<file path="src/rtl/exe_pkg.sv">
// ----------------------------------------------------------------------------
// exe_pkg
// Shared definitions for the execute-stage FP sequencer:
//   - ALU control encodings of the FP add/subtract operations
//   - SYSTEM opcode (CSR/ecall class instructions must never launch the FPU)
//   - canonical quiet NaN returned when the FP unit stops responding
//   - sequencer state encoding
//   - helper that decodes "this EX instruction is an FP add/sub"
// ----------------------------------------------------------------------------
package exe_pkg;

    localparam logic [4:0]  ALU_CTRL_FADD = 5'd22;
    localparam logic [4:0]  ALU_CTRL_FSUB = 5'd23;
    localparam logic [6:0]  OP_SYSTEM     = 7'b1110011;
    localparam logic [31:0] FP_QNAN       = 32'h7FC0_0000;

    typedef enum logic [1:0] {
        IDLE  = 2'd0,
        BUSY  = 2'd1,
        DONE  = 2'd2,
        DRAIN = 2'd3
    } fp_sched_state_e;

    // True when the EX slot holds a valid FADD/FSUB that is not a SYSTEM
    // instruction (a CSR op may reuse the same ALU control encoding).
    function automatic logic is_fp_op(input logic       valid,
                                      input logic [6:0] op,
                                      input logic [4:0] alu_ctrl);
        logic ctrl_hit;
        ctrl_hit = (alu_ctrl == ALU_CTRL_FADD) | (alu_ctrl == ALU_CTRL_FSUB);
        return valid & (op != OP_SYSTEM) & ctrl_hit;
    endfunction

endpackage

</file>
<file path="src/rtl/exe_lat_counter.sv">
// ----------------------------------------------------------------------------
// exe_lat_counter
// Clearable, loadable, enabled up-counter with a registered terminal-count
// flag. Used as the FP latency watchdog.
//
// Ports:
//   clk      in   clock
//   rst_n    in   asynchronous active-low reset
//   clr_i    in   force the count to 0 (highest priority)
//   start_i  in   load the count with 1 (first cycle of an operation)
//   en_i     in   increment the count
//   tc_o     out  registered flag, 1 while the count equals MAX_CNT
// ----------------------------------------------------------------------------
module exe_lat_counter #(
    parameter int unsigned MAX_CNT = 16
) (
    input  logic clk,
    input  logic rst_n,
    input  logic clr_i,
    input  logic start_i,
    input  logic en_i,
    output logic tc_o
);

    // One spare count above MAX_CNT so an increment at terminal count
    // cannot wrap back into range.
    localparam int unsigned CW = $clog2(MAX_CNT + 2);

    logic [CW-1:0] cnt_q;
    logic [CW-1:0] cnt_d;
    logic          tc_q;
    logic          tc_d;

    // Next count: clear beats load beats increment.
    always_comb begin
        cnt_d = cnt_q;
        if (clr_i) begin
            cnt_d = {CW{1'b0}};
        end else if (start_i) begin
            cnt_d = CW'(1);
        end else if (en_i) begin
            cnt_d = cnt_q + CW'(1);
        end else begin
            cnt_d = cnt_q;
        end
        tc_d = (cnt_d == CW'(MAX_CNT));
    end

    // Count and terminal-count registers.
    always_ff @(posedge clk or negedge rst_n) begin
        if (!rst_n) begin
            cnt_q <= {CW{1'b0}};
            tc_q  <= 1'b0;
        end else begin
            cnt_q <= cnt_d;
            tc_q  <= tc_d;
        end
    end

    assign tc_o = tc_q;

endmodule

</file>
<file path="src/rtl/fp_exe_sched.sv">
// ----------------------------------------------------------------------------
// fp_exe_sched
// Execute-stage sequencer for multi-cycle FADD/FSUB. Launches the FP unit,
// stalls the pipeline until it completes, captures the result for the EX
// result selector, drains a flushed operation, and guards the FP unit with a
// latency watchdog.
//
// Ports:
//   clk, rst_n                    clock, asynchronous active-low reset
//   E_valid/E_op/E_alu_ctrl       EX instruction qualifiers
//   E_rs1_data/E_rs2_data         operands
//   E_hold                        EX frozen by a downstream stall
//   E_flush                       kill the EX instruction
//   fpu_start/fpu_sub/fpu_a/fpu_b launch interface to the FP unit
//   fpu_done/fpu_result           completion interface from the FP unit
//   E_alu_f                       captured FP result
//   E_fp_stall                    stall request to the hazard unit
//   fp_timeout                    sticky watchdog error
//   busy_cycles                   cycles spent in BUSY (wrapping)
// ----------------------------------------------------------------------------
module fp_exe_sched
    import exe_pkg::*;
#(
    parameter int unsigned MAX_LAT = 16,
    parameter int unsigned CNT_W   = 32
) (
    input  logic             clk,
    input  logic             rst_n,
    input  logic             E_valid,
    input  logic [6:0]       E_op,
    input  logic [4:0]       E_alu_ctrl,
    input  logic [31:0]      E_rs1_data,
    input  logic [31:0]      E_rs2_data,
    input  logic             E_hold,
    input  logic             E_flush,
    output logic             fpu_start,
    output logic             fpu_sub,
    output logic [31:0]      fpu_a,
    output logic [31:0]      fpu_b,
    input  logic             fpu_done,
    input  logic [31:0]      fpu_result,
    output logic [31:0]      E_alu_f,
    output logic             E_fp_stall,
    output logic             fp_timeout,
    output logic [CNT_W-1:0] busy_cycles
);

    fp_sched_state_e state_q;
    fp_sched_state_e state_d;

    logic             fpu_start_q, fpu_start_d;
    logic             fpu_sub_q,   fpu_sub_d;
    logic [31:0]      fpu_a_q,     fpu_a_d;
    logic [31:0]      fpu_b_q,     fpu_b_d;
    logic [31:0]      alu_f_q,     alu_f_d;
    logic             timeout_q,   timeout_d;
    logic [CNT_W-1:0] busy_q,      busy_d;

    logic is_fp_s;
    logic launch_s;
    logic stall_s;
    logic capture_s;
    logic nan_s;
    logic timeout_set_s;
    logic lat_clr_s;
    logic lat_en_s;
    logic lat_tc_s;

    assign is_fp_s  = is_fp_op(E_valid, E_op, E_alu_ctrl);
    // Launch only from IDLE, so an instruction parked in DONE is never
    // started a second time.
    assign launch_s = (state_q == IDLE) & is_fp_s & ~E_flush;

    // Watchdog: loaded with 1 at launch so it reads 1 in the fpu_start
    // cycle; counts through BUSY and DRAIN; idles at 0 elsewhere.
    assign lat_en_s  = (state_q == BUSY) | (state_q == DRAIN);
    assign lat_clr_s = (state_q == DONE) | ((state_q == IDLE) & ~launch_s);

    exe_lat_counter #(
        .MAX_CNT (MAX_LAT)
    ) u_lat_counter (
        .clk     (clk),
        .rst_n   (rst_n),
        .clr_i   (lat_clr_s),
        .start_i (launch_s),
        .en_i    (lat_en_s),
        .tc_o    (lat_tc_s)
    );

    // Next-state, stall request and result-capture decisions.
    always_comb begin
        state_d       = state_q;
        stall_s       = 1'b0;
        capture_s     = 1'b0;
        nan_s         = 1'b0;
        timeout_set_s = 1'b0;
        case (state_q)
            IDLE: begin
                stall_s = launch_s;
                if (launch_s) begin
                    state_d = BUSY;
                end else begin
                    state_d = IDLE;
                end
            end
            BUSY: begin
                stall_s = 1'b1;
                if (fpu_done) begin
                    // A result arriving together with a flush is dropped.
                    if (E_flush) begin
                        state_d = IDLE;
                    end else begin
                        capture_s = 1'b1;
                        state_d   = DONE;
                    end
                end else if (lat_tc_s) begin
                    timeout_set_s = 1'b1;
                    if (E_flush) begin
                        state_d = IDLE;
                    end else begin
                        nan_s   = 1'b1;
                        state_d = DONE;
                    end
                end else if (E_flush) begin
                    // FP unit cannot be cancelled: wait out its completion.
                    state_d = DRAIN;
                end else begin
                    state_d = BUSY;
                end
            end
            DONE: begin
                stall_s = 1'b0;
                if (E_hold & ~E_flush) begin
                    state_d = DONE;
                end else begin
                    state_d = IDLE;
                end
            end
            DRAIN: begin
                // Only a new FP instruction has to wait for the old one.
                stall_s = is_fp_s;
                if (fpu_done) begin
                    state_d = IDLE;
                end else if (lat_tc_s) begin
                    timeout_set_s = 1'b1;
                    state_d       = IDLE;
                end else begin
                    state_d = DRAIN;
                end
            end
            default: begin
                stall_s = 1'b0;
                state_d = IDLE;
            end
        endcase
    end

    // Next values of the launch registers, result, error flag and counter.
    always_comb begin
        fpu_start_d = launch_s;
        fpu_sub_d   = fpu_sub_q;
        fpu_a_d     = fpu_a_q;
        fpu_b_d     = fpu_b_q;
        alu_f_d     = alu_f_q;
        timeout_d   = timeout_q | timeout_set_s;
        busy_d      = busy_q;
        if (launch_s) begin
            fpu_sub_d = (E_alu_ctrl == ALU_CTRL_FSUB);
            fpu_a_d   = E_rs1_data;
            fpu_b_d   = E_rs2_data;
        end else begin
            fpu_sub_d = fpu_sub_q;
            fpu_a_d   = fpu_a_q;
            fpu_b_d   = fpu_b_q;
        end
        if (capture_s) begin
            alu_f_d = fpu_result;
        end else if (nan_s) begin
            alu_f_d = FP_QNAN;
        end else begin
            alu_f_d = alu_f_q;
        end
        if (state_q == BUSY) begin
            busy_d = busy_q + CNT_W'(1);
        end else begin
            busy_d = busy_q;
        end
    end

    // State and output registers.
    always_ff @(posedge clk or negedge rst_n) begin
        if (!rst_n) begin
            state_q     <= IDLE;
            fpu_start_q <= 1'b0;
            fpu_sub_q   <= 1'b0;
            fpu_a_q     <= 32'h0000_0000;
            fpu_b_q     <= 32'h0000_0000;
            alu_f_q     <= 32'h0000_0000;
            timeout_q   <= 1'b0;
            busy_q      <= {CNT_W{1'b0}};
        end else begin
            state_q     <= state_d;
            fpu_start_q <= fpu_start_d;
            fpu_sub_q   <= fpu_sub_d;
            fpu_a_q     <= fpu_a_d;
            fpu_b_q     <= fpu_b_d;
            alu_f_q     <= alu_f_d;
            timeout_q   <= timeout_d;
            busy_q      <= busy_d;
        end
    end

    assign fpu_start   = fpu_start_q;
    assign fpu_sub     = fpu_sub_q;
    assign fpu_a       = fpu_a_q;
    assign fpu_b       = fpu_b_q;
    assign E_alu_f     = alu_f_q;
    assign fp_timeout  = timeout_q;
    assign busy_cycles = busy_q;
    // The stall path is combinational from EX inputs; gating with rst_n
    // keeps it low while the block is held in reset.
    assign E_fp_stall  = rst_n & stall_s;

endmodule
</file>
<file path="config.mk">
export PLATFORM = sky130hd
export DESIGN_NAME = fp_exe_sched
export DESIGN_NICKNAME = d
export VERILOG_FILES = /design/src/rtl/exe_pkg.sv /design/src/rtl/exe_lat_counter.sv /design/src/rtl/fp_exe_sched.sv
export SDC_FILE = /design/constraint.sdc
export NUM_CORES = 1
export LEC_CHECK = 0
export CAP_MARGIN = 10
export CORE_UTILIZATION = 42
export DETAILED_ROUTE_END_ITERATION = 10
export PLACE_DENSITY = 0.86
export RECOVER_POWER = 25
export SYNTH_ARGS = -nofsm -noshare
export SYNTH_HDL_FRONTEND = slang
export SYNTH_SLANG_ARGS = --single-unit
</file>
<file path="constraint.sdc">
create_clock -name clk -period 2.6 [get_ports clk]
set_clock_uncertainty 0.2 [all_clocks]
set_input_delay 0.39 -clock clk [delete_from_list [all_inputs] [get_ports clk]]
set_output_delay 0.39 -clock clk [all_outputs]
set_load 0.02 [all_outputs]
</file>
### Word level (Yosys, flattened, before mapping)

Index checks and enable logic that the tools add are counted.

* register bits: 139
* bits in latches: 0
* RAM bits: 0
* ROM bits: 0
* input bits: 114
* output and inout port bits: 132
* logic and storage cells: 59
* memories: 0

* add/subtract/negate cells: 2
* multipliers: 0
* div/mod/pow operators: 0
* order comparisons: 0
* equal/unequal tests: 7
* shift-type cells: 0
* multiplexer cells: 24
* bitwise gates (word level): 13
* reduce and logical (&&, ||, !) cells: 3

Operator list (number)
* 32-bit two-way mux: 2
* 32-bit by 1-bit adder with 32-bit output (second input constant): 1
* 5-bit == test (second input constant): 3
* 5-bit two-way mux: 3
* 2-bit two-way mux: 7
* 1-bit two-way mux: 10
* 2-bit one-hot mux with 4 select lines: 1
* 1-bit bitwise AND: 7
* 7-bit != test (second input constant): 1
* 5-bit by 1-bit adder with 5-bit output (second input constant): 1
* 2-bit == test (second input constant): 2
* 1-bit bitwise OR: 4
* 1-bit one-hot mux with 4 select lines: 1
* 2-bit by 1-bit == test with 1-bit output (second input constant): 1
* 2-bit logical NOT: 1
* 1-bit NOT: 2
* 2-bit nonzero test: 1
* 2-bit OR reduction: 1

### Depth between registers and ports, before layout

* depth after elaboration: 10
* depth in mapped cells: 7
* mapped depth without buffers: 5

### Cells and area by module

A second synthesis with hierarchy kept.

* cell total of the unflattened synthesis: 395
* area total of the unflattened synthesis: 5607.9 sq um

Modules (own cells, without submodules)
* fp_exe_sched: times used 1, cells each 368, area an instance 5302.6 sq um, seq. area each 3328.2 sq um
* exe_lat_counter: times used 1, cells each 27, area an instance 305.3 sq um, seq. area each 150.1 sq um

### Worst setup path before layout

Ideal clock, no wire load.

* kind: register -> register
* from: register busy_q[8], in the netlist busy_cycles[8]
* to: register busy_q[30], in the netlist busy_cycles[30]
* library setup time: 0.129 ns
* arrival: 1.520 ns
* data required time: 2.271 ns
* setup slack: 0.751 ns
* stages on the path, launching flop included: 6
* path buffers: 1
* clock period less this slack: 1.849 ns
* cells stage by stage: dfrtp_1 -> nand3_2 -> nor4_4 -> buf_6 -> nand4_2 -> xnor2_1

* cells in the longest elaborated chain, start to end: 1

Ends and longest elaborated chain
* from (decl): line fp_exe_sched.sv:57 `logic [CNT_W-1:0] busy_q, busy_d;`
* from (signal assigned): line fp_exe_sched.sv:200 `busy_q <= {CNT_W{1'b0}};`
* from (signal assigned): line fp_exe_sched.sv:209 `busy_q <= busy_d;`
* 32-bit by 1-bit adder with 32-bit output: line fp_exe_sched.sv:184 `busy_d = busy_q + CNT_W'(1);`

Every way passes these cells.
A chain may end at the register's enable or synchronous reset.

### Worst setup path in the final report

* from: input E_op[4]
* to: output E_fp_stall

* cells in the longest elaborated chain, start to end: 7

Ends and longest elaborated chain
* from (decl): line fp_exe_sched.sv:30 `input logic [6:0] E_op,`
* 7-bit != test *: line exe_pkg.sv:31 `return valid & (op != OP_SYSTEM) & ctrl_hit;`
* 1-bit bitwise AND * (2 in series): line exe_pkg.sv:31
* 1-bit bitwise AND (2 in series): line fp_exe_sched.sv:72 `assign launch_s = (state_q == IDLE) & is_fp_s & ~E_flush;`
* 1-bit one-hot mux with 4 select lines *: line fp_exe_sched.sv:97 `case (state_q)`
* 1-bit bitwise AND *: line fp_exe_sched.sv:222 `assign E_fp_stall = rst_n & stall_s;`
* to (decl): line fp_exe_sched.sv:43 `output logic E_fp_stall,`

Every way passes the cells marked *; elsewhere a longest branch is shown, timed or not.

==> out/results.txt <==
Final WS setup -> 0.09772 ns
Clock Tree Root -> clkbuf_16
Internal power -> 5070 uW
Total grt overflow -> 0
Via count of the first global-routing pass -> 4,556
Slowest-stage cell, CP -> clkdlybuf4s50_1
First-pass GRT wire length -> 22.91 mm
Die area -> 13,640 um2
Worst-case hold slack -> 0.2877 ns
Compound-Gate Fraction of Synth Area -> 0.06513
Share of the synthesized area in the top cell type -> 0.6287
Initial core utilization -> 0.4349
FF+latch count, synth -> 139
DR pass1 iterations -> 4
Die extent in x -> 116.8 um
FMAX -> 399.6 MHz
Crit path DAT -> 1.91 ns
Status -> complete, no violations
Adder-Cell Fraction of Synth Area -> 0.006784
Net Sw Frac -> 0.2927
DR iter-0 viols -> 291
WS Path Type -> primary input to primary output
Placeable Area -> 12,720 um2
Port Buffers -> 245
Yosys cell types -> 43
Psw -> 2098 uW
Clk buf depth -> 2
Clock share of power -> 0.303
Hold Path Class -> flop to flop
Max cap viols -> 0
Post-synthesis xor/xnor area fraction -> 0.05382
Fin Setup TNS -> 0 ns
Avg Inst Size Synth -> 14.30 um2
Yosys warns -> 0
N_diodes -> 0
Final-report max-slew violation count -> 0
Post-synth EDFFs -> 0
Fin nets -> 767
CTS Buf Count -> 17
Final Hold Viols -> 0
P&R area growth vs syn -> 58.89%
Pwr Total -> 7167 uW
Critical Path End Type -> primary output
CP required -> 2.01 ns
Vias per cell -> 5.073
Critical path cell sequence -> clkdlybuf4s50_1 > nand4b_1 > o211ai_1 > a21oi_1 > o21a_1 > dlygate4sd2_1
CTS tree -> built
Reg2reg start -> state_q[1]
Final Core Density -> 0.6910
Antenna Violating Nets Remaining -> 0
Simple-gate area share of the yosys netlist -> 0.09227
RePlAce Congestion -> 0.7761
Worst-Margin Slew -> 1.246 ns
Dominant cells by area after synthesis -> dfrtp_1, mux2_2, xnor2_1
Comb power frac -> 0.297
Core Rows -> 41
Clock sink count -> 139
Crit share post-route -> 0.9624
WL final -> 14.91 mm
Relative slew margins -> 0.1695
Top Ports -> 246
Clk Latency, worst-skew pair -> 0.41 ns
Largest net degree at the start of global routing -> 140
WL per Instance -> 17.88 um
Delay of the slowest critical-path stage -> 0.48 ns
DR vias -> 4,231
Peak VDD IR -> 0.7022 mV
Setup WS pre-CTS -> -0.1452 ns
Chip height -> 116.8 um
Min-delay src -> fp_timeout
CP startpoint -> E_op[4]
Share of layout cells above drive strength 1 -> 0.1722
Final HPWL DP -> 10.84 mm
Ys async rst share -> 1.000
RSZ-0062 raised after global routing -> false
Global Route Usage Sum -> 0.2260
Clock-pin slew on the worst setup and hold paths -> 0.05 ns
Initial antenna violation count -> 0
Post-Synthesis Cells -> 387
Syn nets -> 504
Tmin final -> 2.502 ns
Post-CTS Setup Bufs -> 0
CP Launch Type -> primary input
Critical path fanouts, max -> 2
Seq pwr share -> 0.400
Mapped Area -> 5533 um2
Post-synth top area cell -> dfrtp_1
DRC -> 0
Seq/Total Area, Yosys -> 0.6287
Largest family of logic cells by synthesized area -> multiplexers
Leak -> 0.003896 uW
Pwr/cell area -> 815.3 nW/um2
Post-synthesis mux area share -> 0.1343
Setup Viol. Count Final -> 0
Number of H-tree levels -> 4
Most used DFF post-synth -> dfrtp_1
==> power groups by stage <==
stage               registers [uW]  logic, uW  clock network [uW]
floorplan                     3370        418                   0
global placement              2860       2110                   0
detailed placement            2890       2140                   0
CTS                           2870       2160                2220
global route                  2910       2240                2320
finish                        2870       2130                2170
==> placed cells by master (no fill, tap or decap), types with 4 or more instances in the layout <==
master,count
xnor2_1,29
clkbuf_1,5
nand3_1,14
nor3_1,5
inv_1,6
mux2_4,6
o22a_1,9
nand4_1,11
clkdlybuf4s50_1,242
xor2_1,5
nand2_1,15
clkbuf_8,4
nor2_1,9
mux2_2,58
buf_4,9
dfrtp_1,139
a22o_1,23
and3_1,7
clkbuf_16,17
==> registers in the layout, indices dropped and copies added, names as in the netlist <==
name	flops
E_alu_f	32
busy_cycles	32
fp_timeout	1
fpu_a	32
fpu_b	32
fpu_start	1
fpu_sub	1
state_q	2
u_lat_counter.cnt_q	5
u_lat_counter.tc_o	1
==> per-stage QoR <==
stage               cell area [um2]  instances
global route                   8791        834
floorplan                      5533        387
finish                         8791        834
detailed placement             8264        802
CTS                            8807        834
global placement               8264        802
==> timing repair <==
action | CTS | global route
hold buffers | 1 | 0
resized for setup | 1 | 0
endpoints found under the hold margin | 139 | 0
setup endpoints to repair | 1 | 0
==> critical path: cells and delay by family <==
| family | cells | cell delay, ns |
|---|---|---|
| simple gates | 1 | 0.15 |
| compound gates | 3 | 0.58 |
| buf+inv | 2 | 0.80 |
==> final cells by class <==
class                           instances  area [um2]
Clock inverter                          6       38.79
Sequential cell                       139        3478
Multi-Input combinational cell        228        1967
Fill cell                             929        3931
Inverter                                6       22.52
Tap cell                              172       215.2
Clock buffer                           25       495.5
Timing Repair Buffer                  258        2574
==> kinds of logic (layout without fill, tap and decap cells) <==
group,count (synthesis),after routing
muxes,64,64
DFF,139,139
adders and majority gates,3,3
xor gates and xnor gates,34,34
and+or+nand+nor,84,84
buffers and inverters,20,295
AOI/OAI and AO/OA,43,43
==> routing by layer <==
metal / part of all wire / GRT usage / vias to the layer above
met5: 0 / 0 / -
met4: 0.020 / 0.09873 / 0
met3: 0.073 / 0.08033 / 24
met2: 0.53 / 0.3834 / 168
met1: 0.38 / 0.2586 / 2115
li1: - / - / 1924
==> Yosys cell counts, types with 5 or more instances <==
cell	number
xor2_1	5
nor2_1	9
nand4_1	11
and3_1	7
inv_1	6
a22o_1	23
buf_2	9
nand2_1	15
dfrtp_1	139
xnor2_1	29
mux2_2	58
mux2_4	6
o22a_1	9
nand3_1	14
nor3_1	5
==> final timing paths <==
| kind | to | slack, ns | cells after the start |
|---|---|---|---|
| worst max-delay path | E_fp_stall | 0.1 | 6 |
| worst min-delay path | fp_timeout | 0.29 | 1 |
| worst max register to register | busy_cycles[14] | 0.64 | 4 |
| worst min register to register | fp_timeout | 0.29 | 1 |
| max in group asynchronous | fpu_b[27] | 0.57 | 3 |
| min in group asynchronous | busy_cycles[22] | 0.78 | 3 |
(Power assumes the default switching activity.)
